File: config.mk
export PLATFORM = sky130hd
export DESIGN_NAME = if_fetch_stage_flat
export DESIGN_NICKNAME = d
export VERILOG_FILES = /design/src/rtl/riscv_pkg.sv /design/src/rtl/if_fetch_stage_if.sv /design/src/rtl/if_id_reg.sv /design/src/rtl/if_fetch_stage.sv /design/src/flat_wrapper.sv
export SDC_FILE = /design/constraint.sdc
export NUM_CORES = 1
export LEC_CHECK = 0
export ABC_AREA = 1
export BUFFER_PORTS_ARGS = -buffer_cell sky130_fd_sc_hd__buf_4
export CORE_MARGIN = 4
export CORE_UTILIZATION = 30
export CTS_CLUSTER_SIZE = 14
export DETAILED_ROUTE_END_ITERATION = 6
export SLEW_MARGIN = 20
export SYNTH_ARGS = -nofsm -noshare
export SYNTH_HDL_FRONTEND = slang
export SYNTH_HIERARCHICAL = 1
export SYNTH_SLANG_ARGS = --single-unit
File: constraint.sdc
create_clock -name clk -period 5.71 [get_ports clk]
set_input_delay 1.142 -clock clk [delete_from_list [all_inputs] [get_ports clk]]
set_output_delay 1.142 -clock clk [all_outputs]
set_load 0.03 [all_outputs]
File: src/rtl/riscv_pkg.sv
// Shared RISC-V front-end definitions.
//   NOP_INST      : canonical bubble instruction (addi x0,x0,0)
//   OPC_*         : major opcodes of the control-flow instructions
//   fetch_state_e : states of the instruction-fetch FSM
//   is_ctrl_flow  : true when an instruction may redirect the PC
package riscv_pkg;

   localparam logic [31:0] NOP_INST   = 32'h0000_0013;

   localparam logic [6:0]  OPC_JAL    = 7'b1101111;
   localparam logic [6:0]  OPC_JALR   = 7'b1100111;
   localparam logic [6:0]  OPC_BRANCH = 7'b1100011;

   typedef enum logic [2:0] {
      StIdle,
      StReq,
      StWait,
      StHold,
      StDrop,
      StFault
   } fetch_state_e;

   function automatic logic is_ctrl_flow(input logic [31:0] inst);
      return (inst[6:0] == OPC_JAL) || (inst[6:0] == OPC_JALR) || (inst[6:0] == OPC_BRANCH);
   endfunction

endpackage

File: src/rtl/if_fetch_stage_if.sv
// Instruction-memory request/response bus.
//   imem_req_valid / imem_req_ready : request handshake
//   imem_req_addr                   : request address
//   imem_rsp_valid                  : single-cycle response strobe
//   imem_rsp_data                   : response instruction
// master = fetch stage, slave = instruction memory.
interface if_fetch_stage_if #(
   parameter int unsigned ADDR_W = 32,
   parameter int unsigned INST_W = 32
);
   logic              imem_req_valid;
   logic              imem_req_ready;
   logic [ADDR_W-1:0] imem_req_addr;
   logic              imem_rsp_valid;
   logic [INST_W-1:0] imem_rsp_data;

   modport master (
      output imem_req_valid,
      output imem_req_addr,
      input  imem_req_ready,
      input  imem_rsp_valid,
      input  imem_rsp_data
   );

   modport slave (
      input  imem_req_valid,
      input  imem_req_addr,
      output imem_req_ready,
      output imem_rsp_valid,
      output imem_rsp_data
   );
endinterface

File: src/rtl/if_id_reg.sv
// IF/ID pipeline register plus a one-entry hold buffer.
//   clk, rst     : clock, async active-low reset
//   flush        : kill contents (highest priority)
//   stall        : ID cannot accept; a valid entry is held
//   load_rsp     : load ld_pc / rsp_data
//   load_buf     : load ld_pc / hold buffer
//   buf_wr       : capture rsp_data into the hold buffer
//   buf_inst     : hold buffer contents
//   if_id_*      : register outputs
module if_id_reg #(
   parameter int unsigned        ADDR_W   = 32,
   parameter int unsigned        INST_W   = 32,
   parameter logic [INST_W-1:0]  NOP_INST = INST_W'(32'h0000_0013)
) (
   input  logic              clk,
   input  logic              rst,
   input  logic              flush,
   input  logic              stall,
   input  logic              load_rsp,
   input  logic              load_buf,
   input  logic              buf_wr,
   input  logic [ADDR_W-1:0] ld_pc,
   input  logic [INST_W-1:0] rsp_data,
   output logic [INST_W-1:0] buf_inst,
   output logic [ADDR_W-1:0] if_id_pc,
   output logic [INST_W-1:0] if_id_inst,
   output logic              if_id_valid
);

   logic [INST_W-1:0] buf_q;
   logic [ADDR_W-1:0] pc_q;
   logic [INST_W-1:0] inst_q;
   logic              valid_q;

   always_ff @(posedge clk or negedge rst) begin
      if (!rst) begin
         buf_q   <= NOP_INST;
         pc_q    <= '0;
         inst_q  <= NOP_INST;
         valid_q <= 1'b0;
      end else begin
         if (buf_wr) begin
            buf_q <= rsp_data;
         end
         if (flush) begin
            valid_q <= 1'b0;
            inst_q  <= NOP_INST;
         end else if (load_rsp || load_buf) begin
            pc_q    <= ld_pc;
            inst_q  <= load_buf ? buf_q : rsp_data;
            valid_q <= 1'b1;
         end else if (!stall) begin
            // ID consumed the entry and nothing new arrived: insert a bubble
            valid_q <= 1'b0;
            inst_q  <= NOP_INST;
         end
      end
   end

   assign buf_inst    = buf_q;
   assign if_id_pc    = pc_q;
   assign if_id_inst  = inst_q;
   assign if_id_valid = valid_q;

endmodule

File: src/rtl/if_fetch_stage.sv
// Instruction-fetch stage: issues one imem request at a time for the current
// PC, loads the response into IF/ID and pulses pc_write when an instruction
// enters IF/ID so the PC block can advance.
//   clk, rst            : clock, async active-low reset
//   pc                  : current PC from the PC block
//   bus (master)        : imem request/response bus
//   stall, flush        : ID back-pressure, redirect/trap kill
//   pc_write, cur_inst  : feedback to the PC block (combinational)
//   if_id_pc/inst/valid : IF/ID register
//   fetch_fault         : one-cycle response-timeout pulse
module if_fetch_stage #(
   parameter int unsigned       ADDR_W   = 32,
   parameter int unsigned       INST_W   = 32,
   parameter logic [INST_W-1:0] NOP_INST = riscv_pkg::NOP_INST,
   parameter int unsigned       MAX_WAIT = 64
) (
   input  logic                clk,
   input  logic                rst,
   input  logic [ADDR_W-1:0]   pc,
   if_fetch_stage_if.master    bus,
   input  logic                stall,
   input  logic                flush,
   output logic                pc_write,
   output logic [INST_W-1:0]   cur_inst,
   output logic [ADDR_W-1:0]   if_id_pc,
   output logic [INST_W-1:0]   if_id_inst,
   output logic                if_id_valid,
   output logic                fetch_fault
);
   import riscv_pkg::*;

   localparam int unsigned CNT_W = (MAX_WAIT > 2) ? $clog2(MAX_WAIT) : 1;
   localparam logic [CNT_W-1:0] CNT_LAST = CNT_W'(MAX_WAIT - 1);

   fetch_state_e      state_q;
   logic [ADDR_W-1:0] req_addr_q;
   // Set on entry to StReq: the PC block updates on the same edge, so the
   // address is taken from pc during the first request cycle.
   logic              fresh_q;
   logic [CNT_W-1:0]  wait_cnt_q;
   logic              fetch_fault_q;

   logic              handshake;
   logic              rsp_take;
   logic              accept;
   logic              load_rsp;
   logic              load_buf;
   logic              buf_wr;
   logic              timeout;
   logic [INST_W-1:0] buf_inst;

   always_comb begin
      handshake = (state_q == StReq) && bus.imem_req_ready;
      rsp_take  = (state_q == StWait) && bus.imem_rsp_valid && !flush;
      accept    = !stall || !if_id_valid;
      load_rsp  = rsp_take && accept;
      buf_wr    = rsp_take && !accept;
      load_buf  = (state_q == StHold) && !stall && !flush;
      timeout   = (wait_cnt_q == CNT_LAST) && !bus.imem_rsp_valid;
      pc_write  = load_rsp || load_buf;
      cur_inst  = NOP_INST;
      if (load_rsp) begin
         cur_inst = bus.imem_rsp_data;
      end else if (load_buf) begin
         cur_inst = buf_inst;
      end
   end

   assign bus.imem_req_valid = (state_q == StReq);
   assign bus.imem_req_addr  = fresh_q ? pc : req_addr_q;
   assign fetch_fault        = fetch_fault_q;

   always_ff @(posedge clk or negedge rst) begin
      if (!rst) begin
         state_q       <= StIdle;
         req_addr_q    <= '0;
         fresh_q       <= 1'b0;
         wait_cnt_q    <= '0;
         fetch_fault_q <= 1'b0;
      end else begin
         fetch_fault_q <= 1'b0;
         unique case (state_q)
            StIdle: begin
               state_q    <= StReq;
               req_addr_q <= pc;
               fresh_q    <= 1'b1;
            end
            StReq: begin
               if (fresh_q) begin
                  req_addr_q <= pc;
               end
               fresh_q <= 1'b0;
               if (handshake) begin
                  wait_cnt_q <= '0;
                  state_q    <= flush ? StDrop : StWait;
               end else if (flush) begin
                  fresh_q <= 1'b1;
               end
            end
            StWait: begin
               if (flush) begin
                  if (bus.imem_rsp_valid) begin
                     state_q <= StReq;
                     fresh_q <= 1'b1;
                  end else begin
                     state_q    <= StDrop;
                     wait_cnt_q <= '0;
                  end
               end else if (bus.imem_rsp_valid) begin
                  if (accept) begin
                     state_q <= StReq;
                     fresh_q <= 1'b1;
                  end else begin
                     state_q <= StHold;
                  end
               end else if (timeout) begin
                  state_q       <= StFault;
                  fetch_fault_q <= 1'b1;
               end else begin
                  wait_cnt_q <= wait_cnt_q + 1'b1;
               end
            end
            StHold: begin
               if (flush || !stall) begin
                  state_q <= StReq;
                  fresh_q <= 1'b1;
               end
            end
            StDrop: begin
               // Flush is already in effect here: keep waiting for the stale response
               if (bus.imem_rsp_valid) begin
                  state_q <= StReq;
                  fresh_q <= 1'b1;
               end else if (timeout) begin
                  state_q       <= StFault;
                  fetch_fault_q <= 1'b1;
               end else begin
                  wait_cnt_q <= wait_cnt_q + 1'b1;
               end
            end
            StFault: begin
               if (flush) begin
                  state_q <= StReq;
                  fresh_q <= 1'b1;
               end
            end
            default: begin
               state_q <= StIdle;
            end
         endcase
      end
   end

   if_id_reg #(
      .ADDR_W   (ADDR_W),
      .INST_W   (INST_W),
      .NOP_INST (NOP_INST)
   ) u_if_id_reg (
      .clk         (clk),
      .rst         (rst),
      .flush       (flush),
      .stall       (stall),
      .load_rsp    (load_rsp),
      .load_buf    (load_buf),
      .buf_wr      (buf_wr),
      .ld_pc       (req_addr_q),
      .rsp_data    (bus.imem_rsp_data),
      .buf_inst    (buf_inst),
      .if_id_pc    (if_id_pc),
      .if_id_inst  (if_id_inst),
      .if_id_valid (if_id_valid)
   );

endmodule

File: src/flat_wrapper.sv
// flat-port wrapper written by rule: the top's interface ports become plain ports
module if_fetch_stage_flat import riscv_pkg::*;
#(
   parameter int unsigned       ADDR_W   = 32,
   parameter int unsigned       INST_W   = 32,
   parameter logic [INST_W-1:0] NOP_INST = riscv_pkg::NOP_INST,
   parameter int unsigned       MAX_WAIT = 64
)
  (clk, rst, pc, stall, flush, pc_write, cur_inst, if_id_pc, if_id_inst, if_id_valid, fetch_fault, bus_imem_req_valid, bus_imem_req_addr, bus_imem_req_ready, bus_imem_rsp_valid, bus_imem_rsp_data);
  if_fetch_stage_if #(.ADDR_W(ADDR_W), .INST_W(INST_W)) bus_i ();
  input  logic clk;
  input  logic rst;
  input  logic [ADDR_W-1:0] pc;
  input  logic stall;
  input  logic flush;
  output logic pc_write;
  output logic [INST_W-1:0] cur_inst;
  output logic [ADDR_W-1:0] if_id_pc;
  output logic [INST_W-1:0] if_id_inst;
  output logic if_id_valid;
  output logic fetch_fault;
  output wire logic [$bits(bus_i.imem_req_valid)-1:0] bus_imem_req_valid;
  output wire logic [$bits(bus_i.imem_req_addr)-1:0] bus_imem_req_addr;
  input wire logic [$bits(bus_i.imem_req_ready)-1:0] bus_imem_req_ready;
  input wire logic [$bits(bus_i.imem_rsp_valid)-1:0] bus_imem_rsp_valid;
  input wire logic [$bits(bus_i.imem_rsp_data)-1:0] bus_imem_rsp_data;
  assign bus_imem_req_valid = bus_i.imem_req_valid;
  assign bus_imem_req_addr = bus_i.imem_req_addr;
  assign bus_i.imem_req_ready = bus_imem_req_ready;
  assign bus_i.imem_rsp_valid = bus_imem_rsp_valid;
  assign bus_i.imem_rsp_data = bus_imem_rsp_data;
  if_fetch_stage #(.ADDR_W(ADDR_W), .INST_W(INST_W), .NOP_INST(NOP_INST), .MAX_WAIT(MAX_WAIT)) u_core (.clk(clk), .rst(rst), .pc(pc), .bus(bus_i), .stall(stall), .flush(flush), .pc_write(pc_write), .cur_inst(cur_inst), .if_id_pc(if_id_pc), .if_id_inst(if_id_inst), .if_id_valid(if_id_valid), .fetch_fault(fetch_fault));
endmodule
; ---- Word-level counts from Yosys, hierarchy flattened
; Cells that the tools add are included.
[op_classes]
addsub = 1
n_eq_ne = 13
muxes = 41
bitwise_logic = 1
n_reduce_logical = 24
[op_table]
columns = op, n
row1 = two-way mux 32 bit, 7
row2 = case mux 32 bit (2 select lines), 1
row3 = two-way mux 6 bit, 5
row4 = two-way mux 3 bit, 9
row5 = case mux 3 bit (6 select lines), 1
row6 = case mux 6 bit (3 select lines), 1
row7 = two-way mux 1 bit, 14
row8 = logical AND 1 bit, 8
row9 = adder 6 x 1 -> 6 bit (second input constant), 1
row10 = equality test 3 x 2 -> 1 bit (second input constant), 2
row11 = equality test 3 bit (second input constant), 2
row12 = equality test 6 bit (second input constant), 1
row13 = != test 3 bit (second input constant), 2
row14 = case mux 1 bit (6 select lines), 1
row15 = AND reduction 3 bit, 2
row16 = nonzero test 6 bit, 1
row17 = zero test 1 bit, 5
row18 = AND reduction 5 bit, 1
row19 = != test 2 bit (second input constant), 2
row20 = equality test 3 x 1 -> 1 bit (second input constant), 1
row21 = zero test 3 bit, 1
row22 = logical OR 1 bit, 3
row23 = != test 3 x 1 -> 1 bit (second input constant), 1
row24 = != test 3 x 2 -> 1 bit (second input constant), 1
row25 = other kinds (7), 7
[totals]
ff_bits = 140
inputBits = 70
output_inout_bits = 132
wordCells = 89

; ---- Depth between registers and ports, before layout
[depth]
ltp_word = 7
depth_mapped = 12
depth_no_buf = 10

; ---- Cells and area by module
; The synthesis kept the hierarchy.
[modules_own_cells]
columns = mod, n_inst, cells_each, area_each_um2, seq_area_each_um2
row1 = if_id_reg, 1, 498, 4181.5, 2434.8
row2 = if_fetch_stage, 1, 475, 3031.7, 1076.0

; ---- Worst setup path before layout
; OpenSTA, ideal clock, no wires.
[synth_path]
path_kind = input port to output port
from = input flush
to = output cur_inst[22]
arrival_time_ps = 2210
required_ps = 4568
setup_slack_ps = 2358
path_stages = 7
n_path_buf = 2
path_cell_list = clkbuf_1 -> nor2_4 -> inv_2 -> nor3_4 -> buf_4 -> nand2_1 -> nand2_1
[synth_via]
elab_chain_len = 4
elab_cells_between_ends = 6
cone_classes = mux (2) / reduce/logical (4)
[synth_rtl]
columns = element, line
row1 = start: declaration, flat_wrapper.sv:15  ; input logic flush;
row2 = zero test 1 bit, if_fetch_stage.sv:54  ; rsp_take = (state_q == StWait) && bus.imem_rsp_valid && !flush;
row3 = logical AND 1 bit, if_fetch_stage.sv:54
row4 = logical AND 1 bit, if_fetch_stage.sv:56  ; load_rsp = rsp_take && accept;
row5 = named net u_core.load_rsp, if_fetch_stage.sv:46  ; logic load_rsp;
row6 = two-way mux 32 bit, if_fetch_stage.sv:62  ; if (load_rsp) begin
row7 = end: declaration, flat_wrapper.sv:17  ; output logic [INST_W-1:0] cur_inst;
; The timed path passes the listed nets, and every way through them passes these cells.

; ---- Worst setup path in the final report
[layout_path]
from = register u_core.state_q[2]
to = output cur_inst[26]
[layout_via]
elab_chain_len = 5
elab_cells_between_ends = 9
cone_classes = eq/ne (2) / mux (2) / reduce/logical (5)
[layout_rtl]
columns = element, line
row1 = start: declaration, if_fetch_stage.sv:35  ; fetch_state_e state_q;
row2 = start signal: assignment, if_fetch_stage.sv:75  ; state_q <= StIdle;
row3 = start signal: assignment, if_fetch_stage.sv:84  ; state_q <= StReq;
row4 = start signal: assignment, if_fetch_stage.sv:95  ; state_q <= flush ? StDrop : StWait;
row5 = equality test 3 x 2 -> 1 bit (on tied branches), "if_fetch_stage.sv:58, if_fetch_stage.sv:54"
row6 = logical AND 1 bit (on tied branches) (2 in series), "if_fetch_stage.sv:58, if_fetch_stage.sv:54"
row7 = two-way mux 32 bit / logical AND 1 bit (equally long branches), "if_fetch_stage.sv:64, if_fetch_stage.sv:56"
row8 = two-way mux 32 bit (*), if_fetch_stage.sv:62
; Every way passes the cells marked *; elsewhere a longest branch is shown, timed or not.

==> results.md <==
* I/O pins at 202
* Synth Area per Inst at 7.413 um^2
* Synth-to-layout area growth at 32.49%
* FF-to-FF Start: u_core/state_q[2]
* Max-cap violations at 0
* Clock-pin slew on the worst setup and hold paths at 0.07 ns
* Initial DRC count at 401
* Setup slack, reg-to-reg at 2.12 ns
* Cell Pwr Density at 504.7 nW/um^2
* Worst slew margin at 0.3148
* Synthesized flop and latch total at 140
* Final setup viols at 0
* # diodes at 0
* Hold Vio Cnt, Final at 0
* Net Count, Synth at 1044
* Fraction of layout cells with a size suffix above 1 at 0.2288
* Period minus WS final at 4.241 ns
* Total CTS buffers at 17
* Syn. warnings at 6
* Final nets at 1216
* Post-Syn Area at 7213 um^2
* Synth top area share at 0.4649
* Post-synth EDFFs at 0
* Crit. End Element: output pin
* Post-synth top area cell: dfrtp_1
* Later-pin clock latency in the skew report at 0.42 ns
* Hold Buf Count CTS at 0
* Remaining DRCs at 0
* Worst slew pin tran at 1.028 ns
* Fillers at 2442
* Hpwl dp at 14140 um
* Fin. max-slew vios at 0
* Tcrit/Tclk final at 0.7427
* Largest net degree at the start of global routing at 67
* Placed insts at 1445
* CTS tree: built
* First-pass GRT wire length at about 35000 um
* Post-CTS setup buffer count at 0
* Fin Setup TNS at 0 ns
* F_max at 235.8 MHz
* Hold Crit Class: register to register
* WL per Instance at 14.37 um
* Gpl congestion at 0.7962
* CP Class: register to output pin
* Maximum clock path buffer count at 2
* Worst Skew at 0.006367 ns
* P_leak at 0.005135 uW
* Sequential area share after synthesis at 0.4867
* Vias after detailed routing at 6843
* Post-Route WL at 21220 um
* Synth cell types at 31
* TritonRoute pass-1 iters at 4
* Initial antenna violation count at 0
* HP Start: u_core/req_addr_q[7]
* Root buf cell: clkbuf_16
* Die ar. at 26590 um^2
* CTS H-Tree Depth at 4
* WP data arrival at ~3.1 ns
* Final core occ at 0.4059
* Final setup margin at 1.469 ns
* Total gr overflow at 0
* DIE WIDTH at about 160 um
* Vias in the first global route at 6784
* CP startpoint kind: register
* Async SR Flop Fraction at 1.000
* CORE AREA at 23540 um^2
* Post-route ant nets at 0
* Routed vias/inst at 4.633
* Worst setup startpoint: u_core/state_q[2]
* Post-CTS Resized at 0
* Starting Density at 0.3064
* Cell types occupying the most area after synthesis: dfrtp_1, nand2_1, o21ai_0, nand3_1, inv_1
* Die Ht at 163.1 um
* Run status: finished, final reports clean
* Top FF cell, synth: dfrtp_1
* Row count at 56
* RSZ-0062 raised after global routing: no
* All-Layer GR Usage at 0.1613
* Critical Path RT at 4.57 ns
* Final Non-Filler Cells at approximately 1500
* CP max FO at 36
* Pre-CTS setup slack at 1.787 ns
* Sink Count at 140
* Worst vdd ir at 0.2953 mV
* Syn Inst Count at just under 1000
* Port Buffer Count at around 200
## synth_stat cells (2+ instances only)
cell type,instances
a21oi_1,19
buf_1,3
buf_2,15
buf_4,7
buf_6,6
clkbuf_1,26
dfrtp_1,134
dfstp_2,6
inv_1,92
inv_2,3
nand2_1,400
nand3_1,78
nand3_2,2
nand4_1,4
nor2_1,46
nor2_2,2
nor2_8,2
nor3_1,2
nor3_4,2
o211ai_1,32
o21ai_0,81
o21ai_1,2
## layer usage
metal | GRT usage | wire length [um] | vias to the layer above
li1 | - | - | 3415
met1 | 0.2090 | 9426 | 3209
met2 | 0.2579 | 9650 | 208
met3 | 0.05879 | 1993 | 11
met4 | 0.04041 | 150 | 0
met5 | 0 | 0 | -
## per-stage QoR
| stage | hold WS, ns | area [um^2] | power (uW) |
|---|---|---|---|
| 2_1_floorplan | 0.4419 | 7213 | 2864 |
| 3_3_place_gp | 0.4499 | 8921 | 3624 |
| 3_5_place_dp | 0.4540 | 8921 | 3645 |
| 4_1_cts | 0.4648 | 9557 | 4890 |
| 5_1_grt | 0.4858 | 9557 | 5161 |
| 6_report | 0.4632 | 9557 | 4823 |
## placed cells by master (no fill, tap or decap), types with 2 or more instances in the layout
cell type / instances
dfstp_2: 6
clkinv_2: 2
nand3_1: 78
nand4_1: 4
bufinv_16: 4
nor3_1: 2
inv_2: 3
o21ai_1: 2
nand3_2: 2
clkinvlp_4: 2
nand2_1: 400
inv_6: 5
inv_1: 91
o211ai_1: 32
clkinv_4: 3
clkbuf_16: 17
nor3_4: 3
dfrtp_1: 133
a21oi_1: 19
o21ai_0: 81
buf_4: 208
nor2_1: 45
nor2_8: 2
nor2_4: 3
## worst max-delay path: stages, from the launching register on
cell,delay [ns]
dfrtp_1,0.49
clkinv_2,0.47
nand3_1,0.28
nor3_4,0.81
buf_4,0.32
nand2_1,0.08
nand2_1,0.07
buf_4,0.15
## final timing paths
kind	cells past startpoint	endpoint
worst min register to register	2	u_core/u_if_id_reg/if_id_pc[7]
worst max register to register	8	u_core/u_if_id_reg/if_id_pc[1]
max in group asynchronous	2	u_core/fresh_q
worst min-delay path	2	u_core/u_if_id_reg/if_id_pc[7]
min in group asynchronous	1	u_core/u_if_id_reg/if_id_inst[22]
worst max-delay path	7	cur_inst[26]
## layout make-up
type	count	area, um^2	share of cell area
tap	319	399.1	0.04176
sequential	140	3512	0.3675
clock inverter	15	210.2	0.02200
clock buffer	17	425.4	0.04451
multi-input combinational	680	3055	0.3197
inverter	96	361.6	0.03784
timing repair buffer	210	1593	0.1667
## flip-flops by register name (all words and copies together), names as in the netlist
register,cells
u_core/fetch_fault,1
u_core/state_q,3
u_core/fresh_q,1
u_core/u_if_id_reg/if_id_inst,32
u_core/u_if_id_reg/if_id_pc,32
u_core/req_addr_q,32
u_core/u_if_id_reg/buf_inst,32
u_core/u_if_id_reg/if_id_valid,1
u_core/wait_cnt_q,6
## power by group
group / switching (uW) / internal [uW]
clock: 470 / 740
sequential: 243 / 1280
combinational: 1390 / 697
total: 2100 / 2720
## kinds of logic (layout without fill, tap and decap cells)
family,Yosys count,count (layout),share of synthesized area
AND/OR/NAND/NOR,540,540,0.3086
buffers and inverters,153,338,0.09228
flip-flops,140,140,0.4867
adder cells (fa/ha/maj),1,1,0.001734
AO/OA/AOI/OAI,139,139,0.1107
Power figures use the tool's default switching activity.
